===== config.mk =====
export PLATFORM = sky130hd
export DESIGN_NAME = hes_ctr_stream_flat
export DESIGN_NICKNAME = d
export VERILOG_FILES = /design/src/rtl/hes_ctr_stream_pkg.sv /design/src/rtl/hes_ctr_stream_if.sv /design/src/rtl/hes_ctr_stream_ks_stage.sv /design/src/rtl/hes_ctr_stream.sv /design/src/flat_wrapper.sv
export SDC_FILE = /design/constraint.sdc
export NUM_CORES = 1
export LEC_CHECK = 0
export ABC_AREA = 1
export CORE_MARGIN = 1
export CORE_UTILIZATION = 45
export DETAILED_ROUTE_END_ITERATION = 8
export PLACE_DENSITY = 0.67
export SLEW_MARGIN = 10
export SYNTH_ARGS = -nofsm -noshare
export SYNTH_HDL_FRONTEND = slang
export SYNTH_SLANG_ARGS = --single-unit

===== constraint.sdc =====
create_clock -name clk -period 1.2 [get_ports clk]
set_clock_uncertainty 0.05 [all_clocks]
set_input_delay 0.18 -clock clk [delete_from_list [all_inputs] [get_ports clk]]
set_output_delay 0.18 -clock clk [all_outputs]
set_load 0.02 [all_outputs]

===== src/rtl/hes_ctr_stream_pkg.sv =====
// hes_pkg: shared definitions for the hes_ctr_stream counter-mode cipher engine.
//   HES_DATA_W_DEF / HES_ROUNDS_DEF : default data width and round count
//   HES_W_MAX                       : widest DATA_W the round function handles
//   hes_stage_t                     : pipeline payload {valid, data, ctr, s, k} at default width
//   hes_round(s, k, r[, w])         : one keystream round, rotl1(s) ^ (k + r), mod 2^w
package hes_pkg;

  localparam int HES_DATA_W_DEF = 8;
  localparam int HES_ROUNDS_DEF = 4;
  localparam int HES_W_MAX      = 64;

  typedef struct packed {
    logic                      valid;
    logic [HES_DATA_W_DEF-1:0] data;
    logic [HES_DATA_W_DEF-1:0] ctr;
    logic [HES_DATA_W_DEF-1:0] s;
    logic [HES_DATA_W_DEF-1:0] k;
  } hes_stage_t;

  // Operands are carried at HES_W_MAX bits; w selects the live width so one
  // function serves every DATA_W. The rotate wraps bit w-1 into bit 0.
  function automatic logic [HES_W_MAX-1:0] hes_round(
    input logic [HES_W_MAX-1:0] s,
    input logic [HES_W_MAX-1:0] k,
    input int unsigned          r,
    input int unsigned          w = HES_DATA_W_DEF
  );
    logic [HES_W_MAX-1:0] m;
    logic [HES_W_MAX-1:0] sm;
    logic [HES_W_MAX-1:0] rot;
    m   = (w >= HES_W_MAX) ? '1 : ((64'd1 << w) - 64'd1);
    sm  = s & m;
    rot = ((sm << 1) | (sm >> (w - 1))) & m;
    return rot ^ ((k + HES_W_MAX'(r)) & m);
  endfunction

endpackage


===== src/rtl/hes_ctr_stream_if.sv =====
// hes_ctr_stream_if: input and output stream of the cipher engine.
//   key, iv, new_message, in_valid, in_data, in_ready : input beat handshake
//   out_valid, out_ready, out_data, out_ctr           : output beat handshake
//   modport master : source/sink side; modport slave : engine side
interface hes_ctr_stream_if #(
  parameter int DATA_W = hes_pkg::HES_DATA_W_DEF
);

  logic [DATA_W-1:0] key;
  logic [DATA_W-1:0] iv;
  logic              new_message;
  logic              in_valid;
  logic              in_ready;
  logic [DATA_W-1:0] in_data;
  logic              out_valid;
  logic              out_ready;
  logic [DATA_W-1:0] out_data;
  logic [DATA_W-1:0] out_ctr;

  modport master (
    output key, iv, new_message, in_valid, in_data, out_ready,
    input  in_ready, out_valid, out_data, out_ctr
  );

  modport slave (
    input  key, iv, new_message, in_valid, in_data, out_ready,
    output in_ready, out_valid, out_data, out_ctr
  );

endinterface


===== src/rtl/hes_ctr_stream_ks_stage.sv =====
// hes_ks_stage: one registered keystream round of the hes_ctr_stream pipeline.
//   clk, rst_n : clock, synchronous active-low reset
//   en         : pipeline advance; stage holds when low
//   d          : payload from the previous stage (s = s(R))
//   q          : registered payload (s = s(R+1)); valid, data, ctr, k pass through
module hes_ks_stage
  import hes_pkg::*;
#(
  parameter int          DATA_W  = HES_DATA_W_DEF,
  parameter int unsigned R       = 0,
  parameter type         stage_t = hes_stage_t
) (
  input  logic   clk,
  input  logic   rst_n,
  input  logic   en,
  input  stage_t d,
  output stage_t q
);

  logic [DATA_W-1:0] s_next;

  assign s_next = DATA_W'(hes_round(HES_W_MAX'(d.s), HES_W_MAX'(d.k), R, DATA_W));

  always_ff @(posedge clk) begin
    if (!rst_n) begin
      q <= '0;
    end else if (en) begin
      q.valid <= d.valid;
      q.data  <= d.data;
      q.ctr   <= d.ctr;
      q.k     <= d.k;
      q.s     <= s_next;
    end
  end

endmodule


===== src/rtl/hes_ctr_stream.sv =====
// hes_ctr_stream: counter-mode stream cipher engine. Each accepted word is
// XORed with a keystream derived from the message key and a running counter
// through a ROUNDS-deep pipeline with valid/ready backpressure on both sides.
//   clk, rst_n : clock, synchronous active-low reset
//   bus        : hes_ctr_stream_if.slave (input beat, key/iv, output beat)
//   busy       : some pipeline stage holds a valid beat
//   wrap_err   : counter exhausted in the current message
// Optional feature: define HES_WRAP_ERR_EN to lock the input after a beat uses
// the all-ones counter until the next new_message beat; otherwise the counter
// wraps silently and wrap_err is tied 0.
module hes_ctr_stream
  import hes_pkg::*;
#(
  parameter int DATA_W = HES_DATA_W_DEF,
  parameter int ROUNDS = HES_ROUNDS_DEF
) (
  input  logic                  clk,
  input  logic                  rst_n,
  hes_ctr_stream_if.slave       bus,
  output logic                  busy,
  output logic                  wrap_err
);

  typedef struct packed {
    logic              valid;
    logic [DATA_W-1:0] data;
    logic [DATA_W-1:0] ctr;
    logic [DATA_W-1:0] s;
    logic [DATA_W-1:0] k;
  } stage_t;

  logic [DATA_W-1:0] key_q;
  logic [DATA_W-1:0] ctr_q;
  logic [DATA_W-1:0] use_key;
  logic [DATA_W-1:0] use_ctr;
  logic              wrap_lock;
  logic              adv;
  logic              accept;
  stage_t            st_in;
  stage_t            st_q [ROUNDS];
  stage_t            last;

  assign last   = st_q[ROUNDS-1];
  assign adv    = !last.valid || bus.out_ready;
  assign bus.in_ready = adv && (!wrap_lock || bus.new_message);
  assign accept = bus.in_valid && bus.in_ready;

  assign use_key = bus.new_message ? bus.key : key_q;
  assign use_ctr = bus.new_message ? bus.iv  : ctr_q;

  // A refused or absent beat enters as a bubble; bubbles are not compressed.
  always_comb begin
    st_in       = '0;
    st_in.valid = accept;
    st_in.data  = bus.in_data;
    st_in.ctr   = use_ctr;
    st_in.s     = use_ctr ^ use_key;
    st_in.k     = use_key;
  end

  always_ff @(posedge clk) begin
    if (!rst_n) begin
      key_q <= '0;
      ctr_q <= '0;
    end else if (accept) begin
      key_q <= use_key;
      ctr_q <= use_ctr + 1'b1;
    end
  end

  for (genvar r = 0; r < ROUNDS; r++) begin : g_round
    if (r == 0) begin : g_first
      hes_ks_stage #(.DATA_W(DATA_W), .R(r), .stage_t(stage_t)) u_stage (
        .clk   (clk),
        .rst_n (rst_n),
        .en    (adv),
        .d     (st_in),
        .q     (st_q[r])
      );
    end else begin : g_rest
      hes_ks_stage #(.DATA_W(DATA_W), .R(r), .stage_t(stage_t)) u_stage (
        .clk   (clk),
        .rst_n (rst_n),
        .en    (adv),
        .d     (st_q[r-1]),
        .q     (st_q[r])
      );
    end
  end

  always_comb begin
    busy = 1'b0;
    for (int r = 0; r < ROUNDS; r++) begin
      busy = busy | st_q[r].valid;
    end
  end

  assign bus.out_valid = last.valid;
  assign bus.out_data  = last.data ^ last.s;
  assign bus.out_ctr   = last.ctr;

`ifdef HES_WRAP_ERR_EN
  // Accept is only possible unlocked or on new_message, so the lock simply
  // follows whether the accepted beat used the last counter value.
  always_ff @(posedge clk) begin
    if (!rst_n) begin
      wrap_lock <= 1'b0;
    end else if (accept) begin
      wrap_lock <= (use_ctr == '1);
    end
  end
  assign wrap_err = wrap_lock;
`else
  assign wrap_lock = 1'b0;
  assign wrap_err  = 1'b0;
`endif

endmodule


===== src/flat_wrapper.sv =====
// flat-port wrapper written by rule: the top's interface ports become plain ports
module hes_ctr_stream_flat import hes_pkg::*;
#(
  parameter int DATA_W = HES_DATA_W_DEF,
  parameter int ROUNDS = HES_ROUNDS_DEF
)
  (clk, rst_n, busy, wrap_err, bus_key, bus_iv, bus_new_message, bus_in_valid, bus_in_data, bus_out_ready, bus_in_ready, bus_out_valid, bus_out_data, bus_out_ctr);
  hes_ctr_stream_if #(.DATA_W(DATA_W)) bus_i ();
  input  logic clk;
  input  logic rst_n;
  output logic busy;
  output logic wrap_err;
  input wire logic [$bits(bus_i.key)-1:0] bus_key;
  input wire logic [$bits(bus_i.iv)-1:0] bus_iv;
  input wire logic [$bits(bus_i.new_message)-1:0] bus_new_message;
  input wire logic [$bits(bus_i.in_valid)-1:0] bus_in_valid;
  input wire logic [$bits(bus_i.in_data)-1:0] bus_in_data;
  input wire logic [$bits(bus_i.out_ready)-1:0] bus_out_ready;
  output wire logic [$bits(bus_i.in_ready)-1:0] bus_in_ready;
  output wire logic [$bits(bus_i.out_valid)-1:0] bus_out_valid;
  output wire logic [$bits(bus_i.out_data)-1:0] bus_out_data;
  output wire logic [$bits(bus_i.out_ctr)-1:0] bus_out_ctr;
  assign bus_i.key = bus_key;
  assign bus_i.iv = bus_iv;
  assign bus_i.new_message = bus_new_message;
  assign bus_i.in_valid = bus_in_valid;
  assign bus_i.in_data = bus_in_data;
  assign bus_i.out_ready = bus_out_ready;
  assign bus_in_ready = bus_i.in_ready;
  assign bus_out_valid = bus_i.out_valid;
  assign bus_out_data = bus_i.out_data;
  assign bus_out_ctr = bus_i.out_ctr;
  hes_ctr_stream #(.DATA_W(DATA_W), .ROUNDS(ROUNDS)) u_core (.clk(clk), .rst_n(rst_n), .bus(bus_i), .busy(busy), .wrap_err(wrap_err));
endmodule

Yosys cells after proc, flatten, opt, wreduce, memory -nomap -nowiden
Index checks and enable logic that the tools add are counted.
{"block": "totals", "inputBits": 29, "reg_bits": 140, "elab_cells": 43}
{"block": "op_classes", "reduce_logical": 3, "addsub": 4, "bitwise": 13, "mux": 2}
{"operator": "$xor 8x8->8", "n": 6}
{"operator": "$or 8x1->8", "n": 4}
{"operator": "$add 8x1->8 const B", "n": 2}
{"operator": "$add 8x2->8 const B", "n": 2}
{"operator": "$mux 8", "n": 2}
{"operator": "$or 1x1->1", "n": 3}
{"operator": "$logic_and 1x1->1", "n": 1}
{"operator": "$logic_not 1->1", "n": 1}
{"operator": "$logic_or 1x1->1", "n": 1}

Logic depth before layout (Yosys ltp)
Gate-level depths: netlist of the first run.
{"block": "depth", "ltp_word": 4, "depth_mapped": 12, "ltp_nobuf": 11}

Modules after synthesis
Synthesis of the first run repeated with hierarchy kept, for this count alone.
{"block": "unflattened", "hier_cells": 956, "hier_area_um2": 6668.9}
{"module": "hes_ks_stage at u_core.g_round[3].g_rest.u_stage", "cells_per_inst": 209, "area_each_um2": 1447.6, "seq_area_each_um2": 660.6, "n_inst": 1}
{"module": "hes_ks_stage at u_core.g_round[1].g_rest.u_stage", "cells_per_inst": 204, "area_each_um2": 1443.9, "seq_area_each_um2": 660.6, "n_inst": 1}
{"module": "hes_ks_stage at u_core.g_round[2].g_rest.u_stage", "cells_per_inst": 198, "area_each_um2": 1391.3, "seq_area_each_um2": 660.6, "n_inst": 1}
{"module": "hes_ks_stage at u_core.g_round[0].g_first.u_stage", "cells_per_inst": 182, "area_each_um2": 1292.5, "seq_area_each_um2": 660.6, "n_inst": 1}
{"module": "hes_ctr_stream", "cells_per_inst": 163, "area_each_um2": 1093.5, "seq_area_each_um2": 320.3, "n_inst": 1}

Worst setup path after synthesis of the first run
No wires, ideal clock.
{"block": "synth_path", "path_type": "reg-to-reg", "from": "reg u_core.g_round[3].g_rest.u_stage.q[32] in the netlist's numbering", "to": "reg u_core.g_round[0].g_first.u_stage.q[24] in the netlist's numbering", "period_less_slack_ns": 1.383, "path_stages_with_launch": 9, "required_time_ns": 1.034, "path_slack_ns": -0.183, "n_path_buf": 3, "setup_time_ns": 0.116, "arrival_time_ns": 1.217, "cell_sequence": "dfxtp_1 -> inv_2 -> nor2_4 -> buf_6 -> inv_4 -> buf_4 -> buf_2 -> nor2_1 -> nor2_1"}
{"block": "synth_via", "elab_chain_cells": 2}
{"element": "from (decl)", "line": "hes_ctr_stream_ks_stage.sv:17", "text": "output stage_t q"}
{"element": "$logic_not 1->1", "line": "hes_ctr_stream.sv:44", "text": "assign adv = !last.valid || bus.out_ready;"}
{"element": "$logic_or 1x1->1", "line": "hes_ctr_stream.sv:44"}
{"element": "to (decl)", "line": "hes_ctr_stream_ks_stage.sv:17"}
No other way between the ends.
A chain may end at the register's enable or synchronous reset.

Worst setup path after layout of the first run
{"block": "layout_path", "from": "reg u_core.g_round[3].g_rest.u_stage.q[32] in the netlist's numbering", "to": "reg u_core.g_round[2].g_rest.u_stage.q[15] in the netlist's numbering"}
{"block": "layout_via", "elab_chain_cells": 2}
{"element": "$logic_not 1->1", "line": "hes_ctr_stream.sv:44"}
{"element": "$logic_or 1x1->1", "line": "hes_ctr_stream.sv:44"}
{"element": "to (decl)", "line": "hes_ctr_stream_ks_stage.sv:17"}
No other way between the ends.

==> results of run 1 <==
==> worst max-delay path, cell delays in order, from the launching register on <==
cell and delay (ps):
dfxtp_4 350, inv_4 40, nor2_4 150, clkinv_4 120, buf_16 160, buf_12 160
o21ai_1 160, o21bai_1 150, inv_1 70
==> timing repair <==
item | in CTS | in global routing
setup buffers | 17 | 15
cloned | 13 | 4
pin swaps | 28 | 29
setup endpoints to repair | 157 | 151
resized for setup | 257 | 126
==> per-stage QoR <==
step | total power, W | std cells | util, %
after global routing | 0.0127 | 1119 | 67.8
after detailed placement | 0.00686 | 1043 | 54.0
final | 0.0122 | 1119 | 67.8
after floorplan | 0.00625 | 809 | -
after CTS | 0.0119 | 1103 | 63.7
after global placement | 0.00683 | 1043 | 54.0
==> layout make-up <==
cell class                      instances  area, um2
Timing Repair inverter                  1       6.26
Fill cell                             986       4280
Tap cell                              176        220
Sequential cell                       140       2830
Timing Repair Buffer                  159       1820
Inverter                               61        249
Clock inverter                          9       91.3
Multi-Input combinational cell        552       3340
Clock buffer                           21        460
==> layout by cell type (no fill, tap or decap), types with 9 or more instances in the layout <==
cell	instances
nand3_1	22
xnor2_1	26
a21oi_1	39
buf_4	71
inv_1	50
clkbuf_16	21
nor2_1	126
nand2_4	9
buf_12	19
o21bai_1	11
o21ai_1	47
clkdlybuf4s50_1	26
o21ai_2	61
nand2_2	11
o21ai_0	19
nand2_1	76
xor2_1	19
buf_16	10
buf_6	19
nor2_4	9
dfxtp_2	16
dfxtp_1	122
a21oi_2	10
nor2_2	34
==> sequential cells by signal (all words and copies together) (netlist names) <==
name,flops
u_core.key_q,8
u_core.ctr_q,8
u_core.g_round.g_rest.u_stage.q,91
u_core.g_round.g_first.u_stage.q,33
==> power by group through the flow <==
stage | combinational (W) | clock (W) | sequential [W]
3_5_place_dp | 0.00156 | 0 | 0.00529
4_1_cts | 0.00177 | 0.00496 | 0.00522
6_report | 0.00198 | 0.00496 | 0.00527
2_1_floorplan | 0.00100 | 0 | 0.00525
5_1_grt | 0.00215 | 0.00521 | 0.00530
3_3_place_gp | 0.00154 | 0 | 0.00529
==> per-layer routing <==
layer  track usage (%)  vias up
met4              11.8        0
met3              4.74       30
li1                  -     2853
met5                 0        -
met1              27.7     2745
met2              39.5      126
==> synth_stat cells (4+ instances only) <==
cell type / count / area share (%)
a211oi_1: 6 / 0.73
inv_1: 53 / 3.2
nor2_1: 163 / 9.9
dfxtp_1: 140 / 46
inv_2: 6 / 0.37
a21oi_1: 50 / 4.1
buf_2: 14 / 1.1
xnor2_1: 26 / 3.7
nand2_4: 8 / 1.5
buf_4: 13 / 1.6
nand2_2: 9 / 0.91
clkbuf_1: 24 / 1.5
xor2_1: 20 / 2.8
o21ai_1: 6 / 0.49
buf_6: 4 / 0.73
nand3_1: 28 / 2.3
ha_1: 4 / 0.81
o21bai_1: 12 / 1.5
o21ai_0: 123 / 10
nand2_1: 79 / 4.8
==> logic make-up after synthesis <==
group,count (synthesis)
flops,140
fa+ha+maj,4
xor+xnor,46
buf+inv,117
compound gates,202
other cells,1
simple gates,299
==> final timing paths <==
kind / startpoint / endpoint / slack, ps / cells after the start
setup / recovery: u_core.g_round[3].g_rest.u_stage.q[32]$_SDFFE_PN0N_ / u_core.g_round[2].g_rest.u_stage.q[15]$_SDFFE_PN0N_ / -330 / 8
hold / removal: rst_n / u_core.g_round[1].g_rest.u_stage.q[9]$_SDFFE_PN0N_ / 230 / 4
setup reg to reg: u_core.g_round[3].g_rest.u_stage.q[32]$_SDFFE_PN0N_ / u_core.g_round[2].g_rest.u_stage.q[15]$_SDFFE_PN0N_ / -330 / 8
hold reg to reg: u_core.key_q[7]$_SDFFE_PN0P_ / u_core.key_q[7]$_SDFFE_PN0P_ / 410 / 2
==> flow_summary.ini, run 1 <==
[finish]
postLayoutCellArea_um2 = 9010
area_growth_syn_to_layout_pct = 46.4
fin_nets = 965
drive_above_1_share_pct = 36.1
n_antenna_cell = 0

[synthesis]
synth_compound_area_share_pct = 17.3
yosysSeqAreaShare_pct = 45.5
syn_area_per_cell_um2 = 7.61
synthFlopType = dfxtp_1
postSynthCellCount = 809
synth_area_um2 = 6160
synth-warning-count = 0
async_flop_share_pct = 0
synth_fa_ha_area_share_pct = 0.813
synth.ff_latch_count = 140
synth.distinct_cells = 33
synth-edff-count = 0
synth-simple-area-share_pct = 21.0
synth_nets = 842
synth-xor-area-share_pct = 6.54
synth.area.mux_share_pct = 0
synth_top_family_by_area = simple AND/OR/NAND/NOR gates

[routing]
wirelength_mm = 17.4
wire_per_inst_um = 15.6
num_vias = 5754
ant_nets = 0
drt_iter0_markers = 330
vias_per_cell = 5.14
drc = 0
m1WireLength_mm = 7.46
highest_layer = met4
dr.pass1.iters = 5
met3_wirelength_um = 677
wl_met2_mm = 8.93

[sta]
slew_violations = 0
timing.final.crit_share_pct = 128
fin_setup_tns_ps = -24100
fin_ws_ps = -333
rsz0062_at_grt = yes
fin_crit_ps = 1530
finalSetupViolations = 151
clock.fmax_ghz = 0.652
finalHoldViolCount = 0
fin_worst_hold_slack_ps = 226

[floorplanning]
die_area_um2 = 14200
coreArea_um2 = 13300
die_w_um = 119
initial_utilization_pct = 46.3
num_rows = 42
die_height_um = 119
ios = 49

[global_route]
grt_pass1_vias = 5483
antenna_found_initial = 0
grt_start_max_net_pins = 40
gr-total-overflow = 0
grt_pass1_wl_mm = 26.0
grtUsageTotal_pct = 23.2

[placement]
gp_congestion = 0.820
place_area_um2 = 7170
post-place-ws_ps = -631
port_buffers = 47
hpwl_mm = 8.92

[clocking]
tritoncts = done
root_buffer = clkbuf_16
cts.sinks = 140
cts_buffers = 17
postCtsHoldBufs = 0
clk_latency_ps = 430
h-tree-depth = 4
path_clk_slew_ps = 60
cts.path.max_buffers = 2

[min_path]
hp-class = primary input to flip-flop

[power_and_ir_drop]
power_frac_comb_pct = 16.2
p_leak_nw = 4.12
irDropWorstVdd_mv = 0.921
power_density_nw_per_um2 = 1350
p_clk_share_pct = 40.7
p_sw_w = 0.00331
swShare_pct = 27.1
pwr-share-seq_pct = 43.2
internal_power_w = 0.00890

[job]
cap_viol_max_count = 0

[critical_path]
cp_max_fo = 23
crit_required_ps = 1470
cp-end-kind = flip-flop
critPathKind = flip-flop to flip-flop
cp-start-kind = flip-flop
critPathArrivalTime_ps = 1800

[status]
violations = setup timing
status = finished with violations
Power figures use the tool's default switching activity.
==> run 2, diff against run 1 <==
==> constraint.sdc (replaced) <==
create_clock -name clk -period 1.2 [get_ports clk]
set_clock_uncertainty 0.05 [all_clocks]
set_input_delay 0.12 -clock clk [delete_from_list [all_inputs] [get_ports clk]]
set_output_delay 0.12 -clock clk [all_outputs]
set_load 0.02 [all_outputs]
==> run 2 against run 1 <==
  * The run still ends with setup timing left
  * Cell count decreased by 1.8%
  * Flip-flop and latch count did not move
  * Power is 1.3% lower
  * Die area did not move
  * First-iteration DRC count up 20%
  * Global-route usage is 2.2 points lower
  * Critical path type is now flip-flop to primary output
  * Critical endpoint is now bus_in_ready
==> flow_summary.ini, run 2 (synthesis results as in run 1) <==
[status]
status = finished with violations
violations = setup timing

[routing]
num_vias = 5516
wire_per_inst_um = 13.9
vias_per_cell = 5.02
wl_met2_mm = 7.52
m1WireLength_mm = 6.75
wirelength_mm = 15.3
drc = 0
dr.pass1.iters = 5
drt_iter0_markers = 397
highest_layer = met4
met3_wirelength_um = 647
ant_nets = 0

[global_route]
grt_start_max_net_pins = 93
grt_pass1_wl_mm = 23.7
gr-total-overflow = 0
grt_pass1_vias = 5068
antenna_found_initial = 0
grtUsageTotal_pct = 21.1

[finish]
top_regs = u_core.g_round.g_rest.u_stage.q x91, u_core.g_round.g_first.u_stage.q x33
layout_common_cells = 136 x nor2_1, 118 x dfxtp_1, 75 x nand2_1
fin_nets = 943
n_antenna_cell = 0
final_cells = 1099
area_growth_syn_to_layout_pct = 41.1
registers.top_by_ff_count = u_core.g_round.g_rest.u_stage.q
final_util_pct = 65.3
drive_above_1_share_pct = 32.6
final_common_cell = nor2_1
largest_register_ffs = 91

[job]
cap_viol_max_count = 0

[min_path]
hold_path_depth = 4
hp-class = primary input to flip-flop

[placement]
port_buffers = 47
gp_congestion = 0.909
hpwl_mm = 8.64
place_inst = 1043

[critical_path]
r2r_setup_slack_ps = -190
critPathKind = flip-flop to primary output
cp_max_fo = 10
slowest_stage = dfxtp_4
worstRegToRegCells = 9
slowest_delay_ps = 350
r2r_end = u_core.g_round[0].g_first.u_stage.q[10]$_SDFFE_PN0N_
crit_path_cell_trace = inv_4, nor2_4, buf_12, inv_12, buf_8
crit_end = bus_in_ready
critPathArrivalTime_ps = 1250
cp-start-kind = flip-flop
cp-end-kind = primary output
crit_required_ps = 1030
r2r-start = u_core.g_round[3].g_rest.u_stage.q[32]$_SDFFE_PN0N_
startpoint = u_core.g_round[3].g_rest.u_stage.q[32]$_SDFFE_PN0N_

[clocking]
postCtsHoldBufs = 0
path_clk_slew_ps = 60
h-tree-depth = 4
clk_latency_ps = 420
tritoncts = done
cts.sinks = 140
cts_buffers = 17
cts.path.max_buffers = 2
root_buffer = clkbuf_16

[floorplanning]
die_area_um2 = 14200
die_height_um = 119
die_w_um = 119
initial_utilization_pct = 46.3
num_rows = 42
coreArea_um2 = 13300
ios = 49

[power_and_ir_drop]
p_leak_nw = 4.02
fin_total_pwr_w = 0.0120
irDropWorstVdd_mv = 0.802
power_density_nw_per_um2 = 1390

[sta]
timing.final.crit_share_pct = 118
rsz0062_at_grt = yes
finalHoldViolCount = 0
slew_violations = 0
clock.fmax_ghz = 0.705
fin_ws_ps = -219
finalSetupViolations = 144
fin_crit_ps = 1420
run 2: changes by cell type in the layout (fill, tap and decap cells not counted), sizes merged:
cell and delta:
buf -26, bufinv -1, clkbuf +6, clkdlybuf4s15 +1, clkinv -4, clkinvlp +2, inv +2
run 2: repair_timing:
| action | 4_1_cts | 5_1_grt |
|---|---|---|
| resized for setup | 212 | 126 |
| pin swaps | 34 | 27 |
| setup endpoints to repair | 156 | 153 |
| cloned | 4 | 7 |
| setup buffers | 9 | 8 |
run 2: power breakdown:
part / switching (W) / leakage (nW) / internal, W
clock: 0.00197 / 0.269 / 0.00292
combinational: 0.000976 / 2.59 / 0.000927
sequential: 0.000250 / 1.16 / 0.00500
run 2: cell type report:
class	count	area, um2
fillers	1055	4610
flip-flops and latches	140	2840
clock inverters	8	58.8
inverters	61	251
clock buffers	24	502
repair buffers	137	1510
repair inverters	1	16.3
well taps	176	220
multi-input cells	552	3290
run 2: worst min path at each step:
stage,from,slack [ps],to
2_1_floorplan,bus_in_data[0],240,u_core.g_round[0].g_first.u_stage.q[24]$_SDFFE_PN0N_
3_3_place_gp,u_core.key_q[4]$_SDFFE_PN0P_,400,u_core.key_q[4]$_SDFFE_PN0P_
3_5_place_dp,u_core.key_q[4]$_SDFFE_PN0P_,400,u_core.key_q[4]$_SDFFE_PN0P_
4_1_cts,rst_n,90,u_core.key_q[7]$_SDFFE_PN0P_
5_1_grt,rst_n,120,u_core.key_q[7]$_SDFFE_PN0P_
6_report,rst_n,110,u_core.ctr_q[1]$_SDFFE_PN0P_
run 2: routing by layer:
layer	global-route usage (%)	up-vias
met1	26.4	2557
met2	34.0	123
met5	0	-
met4	9.89	0
met3	4.98	26
li1	-	2810
run 2: stage by stage:
step / setup TNS [ps] / area (um2) / setup WS [ps] / hold slack (ps)
4_1_cts: -13290 / 8160 / -200 / 88.2
5_1_grt: -21860 / 8680 / -266 / 118
2_1_floorplan: -2200 / 6220 / -43.9 / 237
3_5_place_dp: -49520 / 7190 / -648 / 399
3_3_place_gp: -47990 / 7190 / -618 / 398
6_report: -12350 / 8680 / -219 / 115
run 2: critical path: cells and delay by family (launching register included):
| kind | cells | cell delay (ps) |
|---|---|---|
| buffers and inverters | 4 | 360 |
| flip-flops | 1 | 350 |
| AND/OR/NAND/NOR | 1 | 120 |
